## config.mk

```make
export PLATFORM = sky130hd
export DESIGN_NAME = mantissa_seq_multiplier
export DESIGN_NICKNAME = d
export VERILOG_FILES = /design/src/rtl/fp_mul_pkg.sv /design/src/rtl/mant_mul_step.sv /design/src/rtl/ripple_carry.sv /design/src/rtl/mantissa_seq_multiplier.sv
export SDC_FILE = /design/constraint.sdc
export NUM_CORES = 1
export LEC_CHECK = 0
export CAP_MARGIN = 10
export CORE_ASPECT_RATIO = 0.8
export CORE_MARGIN = 5
export CORE_UTILIZATION = 50
export CTS_CLUSTER_DIAMETER = 200
export DETAILED_ROUTE_END_ITERATION = 7
export PLACE_DENSITY_LB_ADDON = 0.25
export SKIP_LAST_GASP = 1
export SYNTH_ARGS = -nofsm -noshare
export SYNTH_HDL_FRONTEND = slang
export SYNTH_HIERARCHICAL = 1
export SYNTH_SLANG_ARGS = --single-unit
```

## constraint.sdc

```tcl
create_clock -name clk -period 18.99 [get_ports clk]
set_clock_uncertainty 0.05 [all_clocks]
set_input_delay 5.697 -clock clk [delete_from_list [all_inputs] [get_ports clk]]
set_output_delay 5.697 -clock clk [all_outputs]
set_load 0.01 [all_outputs]
```

## src/rtl/fp_mul_pkg.sv

```systemverilog
// Shared FP multiply-path definitions: controller states and mantissa widths.
// The FP adder picks up the same width constants.
package fp_mul_pkg;

    typedef enum logic [1:0] {
        IDLE = 2'd0,
        BUSY = 2'd1,
        DONE = 2'd2
    } mul_state_t;

    localparam int SP_MANT_W = 24;
    localparam int DP_MANT_W = 53;

    function automatic int steps_for(input int mant_w, input int digit_bits);
        return mant_w / digit_bits;
    endfunction

endpackage

```

## src/rtl/mant_mul_step.sv

```systemverilog
// One radix-2^DIGIT_BITS shift-add step: acc_next = acc + (a * digit) << (cnt * DIGIT_BITS).
module mant_mul_step #(
    parameter int MANT_W     = 24,
    parameter int DIGIT_BITS = 1,
    parameter int CNT_W      = 5
) (
    input  logic [2*MANT_W-1:0]   acc,
    input  logic [MANT_W-1:0]     a,
    input  logic [DIGIT_BITS-1:0] digit,
    input  logic [CNT_W-1:0]      cnt,
    output logic [2*MANT_W-1:0]   acc_next
);

    localparam int PW = 2 * MANT_W;

    logic [PW-1:0] partial;
    logic [PW-1:0] shifted;
    logic [31:0]   shamt;

    assign partial = {{MANT_W{1'b0}}, a} * {{(PW-DIGIT_BITS){1'b0}}, digit};
    assign shamt   = {{(32-CNT_W){1'b0}}, cnt} * 32'(DIGIT_BITS);
    assign shifted = partial << shamt;

    // The running sum never exceeds (2^W-1)^2, so the dropped carry is always zero.
    ripple_carry #(
        .W(PW)
    ) u_add (
        .x  (acc),
        .y  (shifted),
        .sum(acc_next)
    );

endmodule

```

## src/rtl/ripple_carry.sv

```systemverilog
// Plain ripple-carry adder; any carry out of the top bit is dropped.
module ripple_carry #(
    parameter int W = 8
) (
    input  logic [W-1:0] x,
    input  logic [W-1:0] y,
    output logic [W-1:0] sum
);

    logic [W-1:0] carry;

    always_comb begin
        carry = '0;
        for (int i = 1; i < W; i++) begin
            carry[i] = (x[i-1] & y[i-1]) | (carry[i-1] & (x[i-1] ^ y[i-1]));
        end
        sum = x ^ y ^ carry;
    end

endmodule

```

## src/rtl/mantissa_seq_multiplier.sv

```systemverilog
// Multi-cycle unsigned mantissa multiplier retiring DIGIT_BITS multiplier bits per cycle,
// with valid/ready on both sides, zero-operand early-out and a normaliser MSB hint.
module mantissa_seq_multiplier
    import fp_mul_pkg::*;
#(
    parameter int MANT_W     = SP_MANT_W,
    parameter int DIGIT_BITS = 1
) (
    input  logic                  clk,
    input  logic                  rst_n,
    input  logic                  in_valid,
    output logic                  in_ready,
    input  logic [MANT_W-1:0]     a,
    input  logic [MANT_W-1:0]     b,
    input  logic                  flush,
    output logic                  out_valid,
    input  logic                  out_ready,
    output logic [2*MANT_W-1:0]   product,
    output logic                  msb_set,
    output logic                  busy
);

    localparam int STEPS = steps_for(MANT_W, DIGIT_BITS);
    localparam int CNT_W = $clog2(STEPS + 1);
    localparam int PW    = 2 * MANT_W;
    localparam logic [CNT_W-1:0] LAST_CNT = CNT_W'(STEPS - 1);

    if (MANT_W % DIGIT_BITS != 0) begin : g_bad_digit
        $error("mantissa_seq_multiplier: MANT_W must be a multiple of DIGIT_BITS");
    end

    mul_state_t        state;
    mul_state_t        state_next;
    logic [MANT_W-1:0] a_reg;
    logic [MANT_W-1:0] b_reg;
    logic [PW-1:0]     acc;
    logic [PW-1:0]     acc_step;
    logic [CNT_W-1:0]  cnt;
    logic              operand_zero;

    assign operand_zero = (a == '0) || (b == '0);

    always_ff @(posedge clk or negedge rst_n) begin
        if (!rst_n) begin
            state <= IDLE;
        end else begin
            state <= state_next;
        end
    end

    // Flush overrides every other transition, including accept and handshake.
    always_comb begin
        state_next = state;
        in_ready   = 1'b0;
        out_valid  = 1'b0;
        busy       = 1'b1;
        case (state)
            IDLE: begin
                in_ready = 1'b1;
                busy     = 1'b0;
                if (in_valid) begin
                    state_next = operand_zero ? DONE : BUSY;
                end
            end
            BUSY: begin
                if (cnt == LAST_CNT) begin
                    state_next = DONE;
                end
            end
            DONE: begin
                out_valid = 1'b1;
                if (out_ready) begin
                    state_next = IDLE;
                end
            end
            default: begin
                state_next = IDLE;
            end
        endcase
        if (flush) begin
            state_next = IDLE;
        end
    end

    mant_mul_step #(
        .MANT_W    (MANT_W),
        .DIGIT_BITS(DIGIT_BITS),
        .CNT_W     (CNT_W)
    ) u_step (
        .acc     (acc),
        .a       (a_reg),
        .digit   (b_reg[DIGIT_BITS-1:0]),
        .cnt     (cnt),
        .acc_next(acc_step)
    );

    // The multiplier register shifts right so the next digit always sits at the bottom.
    always_ff @(posedge clk or negedge rst_n) begin
        if (!rst_n) begin
            a_reg <= '0;
            b_reg <= '0;
            acc   <= '0;
            cnt   <= '0;
        end else if (!flush) begin
            case (state)
                IDLE: begin
                    if (in_valid) begin
                        a_reg <= a;
                        b_reg <= b;
                        acc   <= '0;
                        cnt   <= '0;
                    end
                end
                BUSY: begin
                    acc   <= acc_step;
                    b_reg <= b_reg >> DIGIT_BITS;
                    cnt   <= cnt + CNT_W'(1);
                end
                default: begin
                end
            endcase
        end
    end

    assign product = acc;
    assign msb_set = out_valid & acc[PW-1];

endmodule

```

==> results.json <==
{
  "root_buffer": "clkbuf_16",
  "cts_htree_levels": 3,
  "path_delay_family": "adder cells",
  "start_kind": "flop",
  "synthArstFlopShare_pct": 100.0,
  "ios": 105,
  "antenna_found_initial": 0,
  "synth_seq_area_share_pct": 37.54,
  "swShare_pct": 35.03,
  "layout_setup_ws_ns": 0.4413,
  "grt_start_max_net_pins": 99,
  "drt-wirelength-per-cell_um": 21.01,
  "synth_edf_count": 0,
  "synth.distinct_cells": 61,
  "nFillCells": 1124,
  "syn_area_sq_um": 6865,
  "seq_power_share_pct": 38.4,
  "areaGrowthSynthToFinish_pct": 23.98,
  "slew_viol_final": 0,
  "grt_pass1_wl_um": 30950,
  "finalWeightedCongestion": 0.9211,
  "synth_flop_cell": "dfrtp_1",
  "critPathMostFrequentCell": "fa_2",
  "synth_nets": 721,
  "ant_nets": 0,
  "routed_via_density": 5.947,
  "yosys_warnings": 6,
  "vias": 5382,
  "portBuffers": 104,
  "crit_fanout": 3,
  "power.internal_w": 0.0004856,
  "fin_setup_tns_ns": 0,
  "critPathKind": "reg -> reg",
  "critPathRequiredTime_ns": 19.19,
  "grt.total_usage_pct": 24.42,
  "fin_util_pct": 63.04,
  "placed_area_sq_um": 8117,
  "cp.buffers_inverters": 2,
  "p_clk_share_pct": 25.7,
  "cts_hold_buf": 0,
  "antenna_cells": 0,
  "p_sw_w": 0.0002618,
  "outcome": "finished, final reports clean",
  "ys_ff_latch": 103,
  "postSynthAreaPerCell_sq_um": 11.07,
  "power_w": 0.0007474,
  "setup-violations-final": 0,
  "dp_hpwl_um": 14220,
  "insertion_delay_ns": 0.36,
  "power.leakage_nw": 3.701,
  "overflow": 0,
  "grt_pass1_vias": 5565,
  "min_period_ns": 18.55,
  "die_y_um": 114.8,
  "dp_slack_ns": -0.4698,
  "fmax_mhz": 53.91,
  "slowest_delay_ns": 0.40,
  "relSlewSlack_pct": 37.18,
  "drc": 0,
  "numCtsBuffers": 9,
  "drtIter0Drc": 426,
  "clock_path_buffers": 2,
  "crit_arrival_ns": 18.75,
  "coreArea_sq_um": 13500,
  "power_density_nw_per_um2": 87.80,
  "cts.sink_count": 103,
  "fin_nets": 821,
  "largest_reg_flops": 48,
  "drv_cap": 0,
  "final_cell_area_sq_um": 8512,
  "dr.pass1.iters": 5,
  "cts_tree": "yes",
  "pwr-share-comb_pct": 35.9,
  "min_path_type": "reg -> reg",
  "final.period_utilization_pct": 97.68,
  "wl_um": 19020,
  "critical_path.slowest_cell": "fa_2",
  "worstSetupEndpointType": "flop",
  "start_util_pct": 50.84,
  "path_clk_slew_ns": 0.07,
  "irDropWorstVdd_mv": 0.06006,
  "drive_above_1_share_pct": 18.21,
  "timing_hold_violations_final": 0,
  "netlist_instances": 620,
  "dieArea_sq_um": 16190,
  "die_w_um": 141.0,
  "core.rowCount": 38,
  "worst_pin_slew_ns": 0.9423
}
## cells in the mapped netlist (4+ instances only)
library cell  number  area (sq um)
dfrtp_1          103          2577
mux2i_1           63         630.6
a22o_1            49         429.2
nand2_1           49         183.9
fa_1              46         920.9
mux2_2            35         394.1
nor2_1            35         131.4
o21ai_0           26         130.1
clkbuf_1          19         71.32
o22ai_1           18         112.6
o21ai_1           17         85.08
buf_2             16         80.08
nor4_1            15         93.84
a21oi_1            9         45.04
and2_1             9         56.30
inv_1              9         33.78
buf_6              7         78.83
nand3_1            7         35.03
mux2_4             6         90.09
a22oi_1            5         37.54
nand4_1            5         31.28
o21a_1             5         37.54
nand2b_1           4         25.02
nor3_1             4         20.02
## power groups by stage
| stage | Combinational, W | Sequential, W | Clock [W] |
|---|---|---|---|
| floorplan | 0.000157 | 0.000287 | 0 |
| global placement | 0.000256 | 0.000289 | 0 |
| detailed placement | 0.000258 | 0.000291 | 0 |
| CTS | 0.000263 | 0.000287 | 0.000196 |
| global route | 0.000292 | 0.000293 | 0.000206 |
| finish | 0.000268 | 0.000287 | 0.000192 |
## cells in the final DEF (no fill, tap or decap), types with 4 or more instances in the layout
cell type and n:
a22oi_1 5, mux2_2 35, o21a_1 5, o21ai_0 26, nor4_1 15, nand3_1 7
o21ai_1 16, nand2_1 49, inv_1 9, nor3_1 4, fa_1 22, mux2_4 6
clkbuf_16 9, dfrtp_1 103, a21oi_1 9, nor2_1 35, a22o_1 49, buf_4 34
and2_1 9, fa_2 24, mux2i_1 61, nand4_1 5, o22ai_1 18, clkdlybuf4s50_1 103
## kinds of logic after synthesis
| logic type | count (synthesis) | synth area share [%] |
|---|---|---|
| AOI/OAI and AO/OA | 153 | 15.89 |
| xor gates and xnor gates | 4 | 0.7290 |
| adders and majority gates | 48 | 13.78 |
| buffers and inverters | 60 | 4.702 |
| DFF | 103 | 37.54 |
| muxes | 108 | 17.09 |
| and+or+nand+nor | 144 | 10.26 |
## area by class of cell
| type | count | area, sq um | share of cell area, % |
|---|---|---|---|
| Multi-Input combinational cell | 457 | 4068 | 47.79 |
| Sequential cell | 103 | 2577 | 30.28 |
| Timing Repair Buffer | 138 | 1297 | 15.24 |
| Clock buffer | 9 | 225.2 | 2.646 |
| Tap cell | 180 | 225.2 | 2.646 |
| Clock inverter | 7 | 77.57 | 0.9114 |
| Inverter | 11 | 41.29 | 0.4851 |
## through the flow
stage	hold WS [ns]	cells
2_1_floorplan	0.3946	620
3_3_place_gp	0.4126	887
3_5_place_dp	0.4252	887
4_1_cts	0.4416	904
5_1_grt	0.4658	905
6_report	0.4349	905
## timing repair
item | 4_1_cts | 5_1_grt
pin swaps | 2 | 1
gates resized for setup | 11 | 14
endpoints found under the setup margin | 2 | 2
setup buffers | 1 | 1
## metal layers
layer	vias up	wire [um]	GRT usage [%]
li1	2462	-	-
met3	20	1294	5.821
met1	2693	9086	37.01
met5	-	0	0
met4	0	260	5.294
met2	207	8377	36.00
## tightest hold or removal path: cells and delay by family (launching register included)
kind            cells  cell delay, ns
compound gates      1            0.06
flops               1            0.34
simple gates        1            0.04
## final timing paths
check	startpoint	endpoint	slack [ns]	cells past startpoint
worst max-delay path	cnt[0]$_DFFE_PN0P_	product[47]$_DFFE_PN0P_	0.44	55
worst min-delay path	b_reg[10]$_DFFE_PN0P_	b_reg[10]$_DFFE_PN0P_	0.43	2
worst max register to register	cnt[0]$_DFFE_PN0P_	product[47]$_DFFE_PN0P_	0.44	55
worst min register to register	b_reg[10]$_DFFE_PN0P_	b_reg[10]$_DFFE_PN0P_	0.43	2
max in group asynchronous	rst_n	product[40]$_DFFE_PN0P_	12.44	2
min in group asynchronous	rst_n	a_reg[9]$_DFFE_PN0P_	5.23	1
Power figures use the tool's default switching activity.
